===== src/rtl/ram_pkg.sv =====
// Shared types and defaults for the simple-dual-port byte-enable RAM family.
package ram_pkg;

  typedef enum logic {
    CLEAR = 1'b0,
    READY = 1'b1
  } state_t;

  localparam int DEF_DATA_WIDTH = 32;
  localparam int DEF_ADDR_WIDTH = 7;

  function automatic int be_width(input int data_width);
    return data_width / 8;
  endfunction

endpackage


===== src/rtl/ram_sdp_core.sv =====
// Bare storage array: one byte-enabled write port, one registered read port, no reset.
module ram_sdp_core #(
  parameter int DW = 32,
  parameter int AW = 7,
  parameter int BW = DW / 8
) (
  input  logic          clk,
  input  logic          we,
  input  logic [AW-1:0] waddr,
  input  logic [BW-1:0] wbe,
  input  logic [DW-1:0] wdata,
  input  logic          re,
  input  logic [AW-1:0] raddr,
  output logic [DW-1:0] rdata
);

  logic [DW-1:0] mem [2**AW];

  // Read returns the pre-write word on a same-address collision; the top merges.
  always_ff @(posedge clk) begin
    for (int b = 0; b < BW; b++) begin
      if (we && wbe[b]) mem[waddr][8*b +: 8] <= wdata[8*b +: 8];
    end
    if (re) rdata <= mem[raddr];
  end

endmodule


===== src/rtl/ram_sdp_be.sv =====
// Simple-dual-port RAM with byte enables, write-first collision and a post-reset clear sweep.
module ram_sdp_be
  import ram_pkg::*;
#(
  parameter int DATA_WIDTH = DEF_DATA_WIDTH,
  parameter int ADDR_WIDTH = DEF_ADDR_WIDTH,
  parameter logic [DATA_WIDTH-1:0] INIT_VALUE = '0,
  localparam int BE_WIDTH = be_width(DATA_WIDTH)
) (
  input  logic                  clk,
  input  logic                  rst_n,
  output logic                  init_busy,
  input  logic                  wr_en,
  input  logic [ADDR_WIDTH-1:0] wr_addr,
  input  logic [BE_WIDTH-1:0]   wr_be,
  input  logic [DATA_WIDTH-1:0] wr_data,
  input  logic                  rd_en,
  input  logic [ADDR_WIDTH-1:0] rd_addr,
  output logic [DATA_WIDTH-1:0] rd_data,
  output logic                  rd_valid
);

  function automatic logic [DATA_WIDTH-1:0] merge_be(input logic [DATA_WIDTH-1:0] old_w,
                                                     input logic [DATA_WIDTH-1:0] new_w,
                                                     input logic [BE_WIDTH-1:0]   be);
    logic [DATA_WIDTH-1:0] m;
    m = old_w;
    for (int b = 0; b < BE_WIDTH; b++) begin
      if (be[b]) m[8*b +: 8] = new_w[8*b +: 8];
    end
    return m;
  endfunction

  state_t                state, state_nx;
  logic [ADDR_WIDTH-1:0] clr_cnt;
  logic                  sweep_p0, rd_acc_p0, wr_acc_p0;
  logic                  core_we_p0;
  logic [ADDR_WIDTH-1:0] core_waddr_p0;
  logic [BE_WIDTH-1:0]   core_wbe_p0;
  logic [DATA_WIDTH-1:0] core_wdata_p0;
  logic [DATA_WIDTH-1:0] core_q_p1;
  logic                  coll_p1, rd_zero_p1;
  logic [BE_WIDTH-1:0]   be_p1;
  logic [DATA_WIDTH-1:0] wdata_p1;

  // Port traffic is only honoured in READY and while reset is released.
  assign sweep_p0  = rst_n && (state == CLEAR);
  assign rd_acc_p0 = rst_n && (state == READY) && rd_en;
  assign wr_acc_p0 = rst_n && (state == READY) && wr_en;

  always_comb begin
    state_nx = state;
    if (state == CLEAR && clr_cnt == '1) state_nx = READY;
  end

  always_comb begin
    core_we_p0    = wr_acc_p0;
    core_waddr_p0 = wr_addr;
    core_wbe_p0   = wr_be;
    core_wdata_p0 = wr_data;
    if (sweep_p0) begin
      core_we_p0    = 1'b1;
      core_waddr_p0 = clr_cnt;
      core_wbe_p0   = '1;
      core_wdata_p0 = INIT_VALUE;
    end
  end

  ram_sdp_core #(
    .DW(DATA_WIDTH),
    .AW(ADDR_WIDTH),
    .BW(BE_WIDTH)
  ) u_core (
    .clk  (clk),
    .we   (core_we_p0),
    .waddr(core_waddr_p0),
    .wbe  (core_wbe_p0),
    .wdata(core_wdata_p0),
    .re   (rd_acc_p0),
    .raddr(rd_addr),
    .rdata(core_q_p1)
  );

  // ---- p0 -> p1 boundary: control and collision capture ----
  always_ff @(posedge clk) begin
    if (!rst_n) begin
      state      <= CLEAR;
      clr_cnt    <= '0;
      init_busy  <= 1'b1;
      rd_valid   <= 1'b0;
      rd_zero_p1 <= 1'b1;
    end else begin
      state     <= state_nx;
      init_busy <= (state_nx == CLEAR);
      rd_valid  <= rd_acc_p0;
      if (state == CLEAR) clr_cnt <= clr_cnt + 1'b1;
      if (rd_acc_p0) rd_zero_p1 <= 1'b0;
    end
  end

  // Collision side data is held with the read word so rd_data stays stable between reads.
  always_ff @(posedge clk) begin
    if (rd_acc_p0) begin
      coll_p1  <= wr_acc_p0 && (wr_addr == rd_addr);
      be_p1    <= wr_be;
      wdata_p1 <= wr_data;
    end
  end

  assign rd_data = rd_zero_p1 ? '0 :
                   coll_p1    ? merge_be(core_q_p1, wdata_p1, be_p1) : core_q_p1;

endmodule


===== config.mk =====
export PLATFORM = sky130hd
export DESIGN_NAME = ram_sdp_be
export DESIGN_NICKNAME = d
export VERILOG_FILES = /design/src/rtl/ram_pkg.sv /design/src/rtl/ram_sdp_core.sv /design/src/rtl/ram_sdp_be.sv
export SDC_FILE = /design/constraint.sdc
export NUM_CORES = 2
export LEC_CHECK = 0
export ABC_CLOCK_PERIOD_IN_PS = 3850
export BUFFER_PORTS_ARGS = -buffer_cell sky130_fd_sc_hd__buf_4
export CAP_MARGIN = 20
export CELL_PAD_IN_SITES_DETAIL_PLACEMENT = 2
export CELL_PAD_IN_SITES_GLOBAL_PLACEMENT = 2
export CORE_MARGIN = 3
export CORE_UTILIZATION = 52
export DETAILED_ROUTE_END_ITERATION = 12
export PLACE_DENSITY_LB_ADDON = 0.1
export SLEW_MARGIN = 20
export SYNTH_ARGS = -nofsm -noshare
export SYNTH_HDL_FRONTEND = slang
export SYNTH_SLANG_ARGS = --single-unit

===== constraint.sdc =====
create_clock -name clk -period 3.85 [get_ports clk]
set_input_delay 0.1925 -clock clk [delete_from_list [all_inputs] [get_ports clk]]
set_output_delay 0.1925 -clock clk [all_outputs]
set_load 0.02 [all_outputs]

==> flow_results.org, run 1 <==
** Run status
- Result of the run :: did not finish
- Failing step :: detailed placement (3_5_place_dp)
- The first error in the log reads "[ERROR DPL-0033] detailed placement checks failed during check placement".

** Floorplan
- Starting utilization of the core area :: a little over half
- 88 I/O pins were placed.
- The die is about 560 um wide.
- DIE HEIGHT :: roughly 560 um
- Number of rows created at floorplan :: approximately 200

** Synth
- The synthesized netlist devotes ~1.8% of its cell area to simple gates.
- Xor-xnor portion of the synthesized cell area :: 0.0652%
- Nets in the synthesized netlist :: ~7k
- Synth cell types :: 32
- The share of the Yosys chip area taken by registers is between 70% and 80%.
- Fraction of the mapped netlist area in compound gates :: less than 1%
- Mux cell area share after synthesis :: a little under a fifth
- After synthesis, the largest family of logic cells by area is multiplexers.
- After synthesis the cells add up to 161000 um2.
- Number of flip-flops and latches in the synthesized netlist :: 4176
- Yosys printed 0 warnings.
- Cell count after synthesis :: between 6k and 7k
- Adder-cell area share of the yosys netlist :: less than 1%
- Average cell area after synthesis :: ~24 um2

** Placed design
- Quantity of I/O buffers inserted on ports :: 87
- Final estimated routing congestion in global placement :: approximately 0.8
- HPWL Detailed :: around 340000 um
[through the flow]
step / setup slack, ps / instance area (um2) / hold slack (ps)
2_1_floorplan: 293 / 161000 / 291
3_3_place_gp: 429 / 170000 / 382
[cells by family after synthesis]
kind of cell,Yosys count
adder cells (fa/ha/maj),1
flip-flops,4176
AO/OA/AOI/OAI,49
AND/OR/NAND/NOR,719
XOR/XNOR,12
multiplexers,1382
buffers and inverters,423
[synth_stat cells]
master,count,area [um2]
a21boi_0,5,37.5
a21oi_1,34,170
a31o_2,9,78.8
and2_1,37,231
and3_1,2,12.5
buf_1,70,263
buf_2,69,345
buf_4,15,113
buf_6,2,22.5
clkbuf_1,260,976
dfxtp_1,11,220
edfxtp_1,4165,125000
ha_1,1,12.5
inv_1,7,26.3
mux2_2,33,372
mux2i_1,5,50.1
mux4_2,1344,30300
nand2_1,69,259
nand2b_1,2,12.5
nand3_1,78,390
nand4_1,2,12.5
nand4b_1,1,8.76
nor2_1,513,1930
nor2b_1,3,18.8
nor3_1,1,5.00
nor4_1,1,6.26
nor4b_1,3,26.3
nor4bb_1,6,60.1
o21ai_0,1,5.00
or3_1,1,6.26
xnor2_1,8,70.1
xor2_1,4,35.0
==> run 2: changes to the inputs <==
Settings changed: CELL_PAD_IN_SITES_DETAIL_PLACEMENT 2 to not set, CELL_PAD_IN_SITES_GLOBAL_PLACEMENT 2 to not set, CORE_UTILIZATION 52 to 40, PLACE_DENSITY_LB_ADDON 0.1 to 0.15.
==> run 2 against run 1 <==
Synthesized cell count stayed put. Synthesized area stayed put. The run now ends clean.
==> flow_results.org, run 2 <==
** Synth
- Cell count after synthesis :: 6762 (unchanged)
- The fraction of the mapped netlist area in adder cells came to 0.00777% (unchanged).
- The number of synthesized register bits is 4176 (unchanged).
- Main combinational cell family by area after synthesis :: multiplexers (unchanged)
- The dominant cell type by area after synthesis is edfxtp_1 (unchanged).
- The most frequent cell after synthesis is edfxtp_1 (unchanged).
- The share of the synthesized area in compound gates (AO/OA/AOI/OAI) was 0.181% (unchanged).
- The portion of netlist area occupied by mux cells came to 19.0% (unchanged).
- The count of flip-flops with a built-in enable after synthesis is 4165 (unchanged).
- Part of the Yosys area used for sequential elements :: 77.8% (unchanged)
- The unique cell type count in the Yosys netlist came to 32 (unchanged).
- The flip-flop cell with the highest count after synthesis was edfxtp_1 (unchanged).
- The number of nets produced by synthesis was 6817 (unchanged).
- The number of warnings reported in the yosys synthesis log was 0 (unchanged).
- Cell types occupying the most area after synthesis :: edfxtp_1 (78%), mux4_2 (19%), nor2_1 (1.2%) (unchanged)
- The async set-reset flop share out of synthesis was 0% (unchanged).
- Post-synthesis share of cell area spent on and, or, nand and nor gates :: 1.85% (unchanged)
- Xor-xnor portion of the synthesized cell area :: 0.0652% (unchanged)
- The share of Yosys cell area claimed by the top area cell type came to 77.6% (unchanged).
- Average cell area after synthesis :: 23.8 um2 (unchanged)
- The post-synth design cell area came to 161000 um2 (unchanged).
- Leading post-synthesis cells by instance count: edfxtp_1 (4165), mux4_2 (1344), nor2_1 (513), clkbuf_1 (260), nand3_1 (78) (unchanged).

** Pwr
- Total net switching power :: between 20 and 25 mW
- Power spread over the standard cell area amounts to slightly above 500 nW/um2.
- Total internal power :: ~75 mW
- Per report_power, the sequential group accounts for between 50% and 60% of the total.
- Combinational Power Share :: ~5.3%
- Switching power as a share of total power :: 21.2%
- The share of total power dissipated in the clock network is between 40 and 50%.
- Leakage power :: between 50 and 60 nW
- The design draws roughly 96 mW.
- Peak VDD IR :: between 0.3 and 0.4 mV

** Layout
- The register with the most flip-flops in the layout has slightly above 4k of them.
- Register with the most flip-flops :: u_core.mem
- The library cells used most frequently in the layout, excluding fill and tap cells, are edfxtp_1 (4165), mux4_2 (1344), buf_4 (514).
- Number of fillers in the final layout :: 32.7k
- After routing the design area is roughly 190000 um2.
- The largest registers in the layout are u_core.mem: 4096 flops, u_core.rdata: 32 flops, wdata_p1: 32 flops.
- Most common cell after layout, fill and taps aside :: edfxtp_1
- P&R area growth vs syn :: 15.8%
- Final core occ :: between 40 and 50%
- The final layout contains between 7k and 8k nets.
- Ratio of cells with drive above 1 in the final layout :: about a third
- Non-filler cells in the finished layout :: around 13k

** Detailed routing
- The first detailed-routing pass ran for 5 iterations.
- The first routing iteration left 7441 violations.
- After detailed routing, the number of remaining DRC violations is 0.
- Vias per cell :: about 5.7
- The count of nets left with antenna violations once routing finished came out at 0.
- Wire length after detailed routing :: 423000 um
- Overall via count from detail_route :: around 74k
- After detailed routing, the average wire length per cell comes to approximately 32 um.

** Worst setup path
- CP Data Required Time :: 4560 ps
- Logic depth of the worst register-to-register path :: 6
- Reg-to-reg slack, setup :: just over 300 ps
- By startpoint and endpoint, the worst setup path is classified as reg2reg.
- The worst setup path is captured at a flip-flop.
- Of all nets on the critical path, the largest fanout is 1.
- The worst setup path is launched from a flip-flop.
- At the worst endpoint, the arrival time is roughly 4300 ps.

** Global route
- Entering global routing, the biggest net connects 129 pins.
- Initial antenna violation count :: 24
- Via count of the first global-routing pass :: between 70k and 80k
- The first global-routing pass estimated approximately 600000 um of wire.
- GRT Util Overall :: 20.6%
- Summed over all layers, the global routing overflow is 0.

** STA
- Setup violations remaining at the end of the flow were counted as 0.
- Measured slew at the worst slew-check pin :: between 1000 and 1500 ps
- Across all hold checks on the routed design, the worst slack comes to 64.5 ps.
- TNS Setup :: 0 ps
- Smallest setup slack after layout :: around 300 ps
- Final period util :: between 90% and 100%
- Normalized max-slew margin :: between 20% and 30%
- Derived from the worst setup path, the maximum achievable clock frequency is 0.282 GHz.
- Crit path time final :: around 3500 ps
- Worst Clk Skew :: 33.1 ps
- Final-report hold violation count :: 0
- RSZ-0062 raised after global routing :: no
- Final-report max-slew violation count :: 0

** Clock network
- For the worst-skew pair, the clock arrives at the later sink with an insertion delay of around 990 ps.
- The H-tree was split into 5 levels.
- Counting every sink on the clock net gives 4176.
- Cts bufs inserted :: between 400 and 500
- Longest Clk Path Bufs :: 4
- Total setup buffers inserted after CTS :: 0
- TritonCTS built the clock tree.
- Post-CTS clock slew at the launch and capture registers of the worst setup and hold paths :: roughly 60 ps
- Clock root buffer :: clkbuf_16

** Run status
- Result of the run: completed (was did not finish).

** Floorplan
- After floorplanning, the core was sized to cover roughly 400000 um2.
- The effective utilization at floorplan was 40.2% (was 52.5%).
- Die Footprint :: slightly above 400000 um2
- The number of rows created at floorplan is 232 (was 203).
- Number of primary I/O pins :: 88 (unchanged)
- Die Wd :: 641 um (was 563 um)
- DIE HEIGHT :: 641 um (was 563 um)

** Run
- Number of maximum-capacitance violations :: 0

** Placed design
- The placer congestion estimate is 0.793 (was 0.801).
- Quantity of I/O buffers inserted on ports :: 87 (unchanged)
- Timing analysis after detailed placement gives a worst setup slack of 329 ps.
- Total placed instance area :: about 170000 um2
- The sum of net half-perimeters after detailed placement was 263000 um (was 337000 um).
- Cell total after placement :: around 12k

** Min path
- Counting instances, the worst hold path has a depth of 2.
- Worst min-delay path category :: in2reg
-- run 2: cell counts after synthesis --
No cell type changed its count.
-- run 2: power by group through the flow --
stage	clock, mW	combinational, mW	sequential (mW)
finish	40.4	5.04	50.2
floorplan	0	2.83	51.2
global route	43.1	5.31	50.1
detailed placement	0	5.08	51.1
CTS	41.3	5.16	50.2
global placement	0	5.02	51.1
-- run 2: area by class of cell --
type                       count  area (um2)  share of cell area [%]
clock buffer                 546       11400                    6.12
tap                         5265        6590                    3.53
timing repair buffer         699        6780                    3.63
antenna                        4        10.0                 0.00537
inverter                       7        26.3                  0.0141
sequential                  4176      125000                    67.2
multi-input combinational   2163       34200                    18.4
clock inverter               243        2150                    1.15
-- run 2: routing by layer --
layer | wire [um] | track usage, % | vias up
li1 | - | - | 30400
met1 | 178000 | 29.0 | 41000
met2 | 208000 | 33.5 | 2427
met3 | 24800 | 2.97 | 528
met4 | 13200 | 6.00 | 0
met5 | 0 | 0 | -
-- run 2: cells by family (layout without fill, tap and decap cells) --
group | count (synthesis) | count (layout)
flops | 4176 | 4176
mux | 1382 | 1382
simple gates | 719 | 719
buf+inv | 423 | 1495
compound gates | 49 | 49
xor+xnor | 12 | 12
fa+ha+maj | 1 | 1
other cells | 0 | 4
-- run 2: repair_timing --
| action | CTS | global route |
|---|---|---|
| resized for setup | 0 | 0 |
| hold buffers | 77 | 0 |
| endpoints found under the hold margin | 1485 | 0 |
| setup endpoints to repair | 0 | 0 |
-- run 2: worst paths after layout --
| kind | from | to |
|---|---|---|
| worst min register to register | clr_cnt[5] | clr_cnt[5] |
| worst max register to register | u_core.mem[13][29] | u_core.rdata[29] |
| worst max-delay path | u_core.mem[13][29] | u_core.rdata[29] |
| worst min-delay path | wr_data[4] | wdata_p1[4] |
-- run 2: worst max-delay path: stages, from the launching register on --
cell and delay (ps):
edfxtp_1 370, mux4_2 520, mux4_2 570, mux4_2 460, dlygate4sd3_1 560, mux2_2 260, dlygate4sd3_1 560
(Power assumes the default switching activity.)
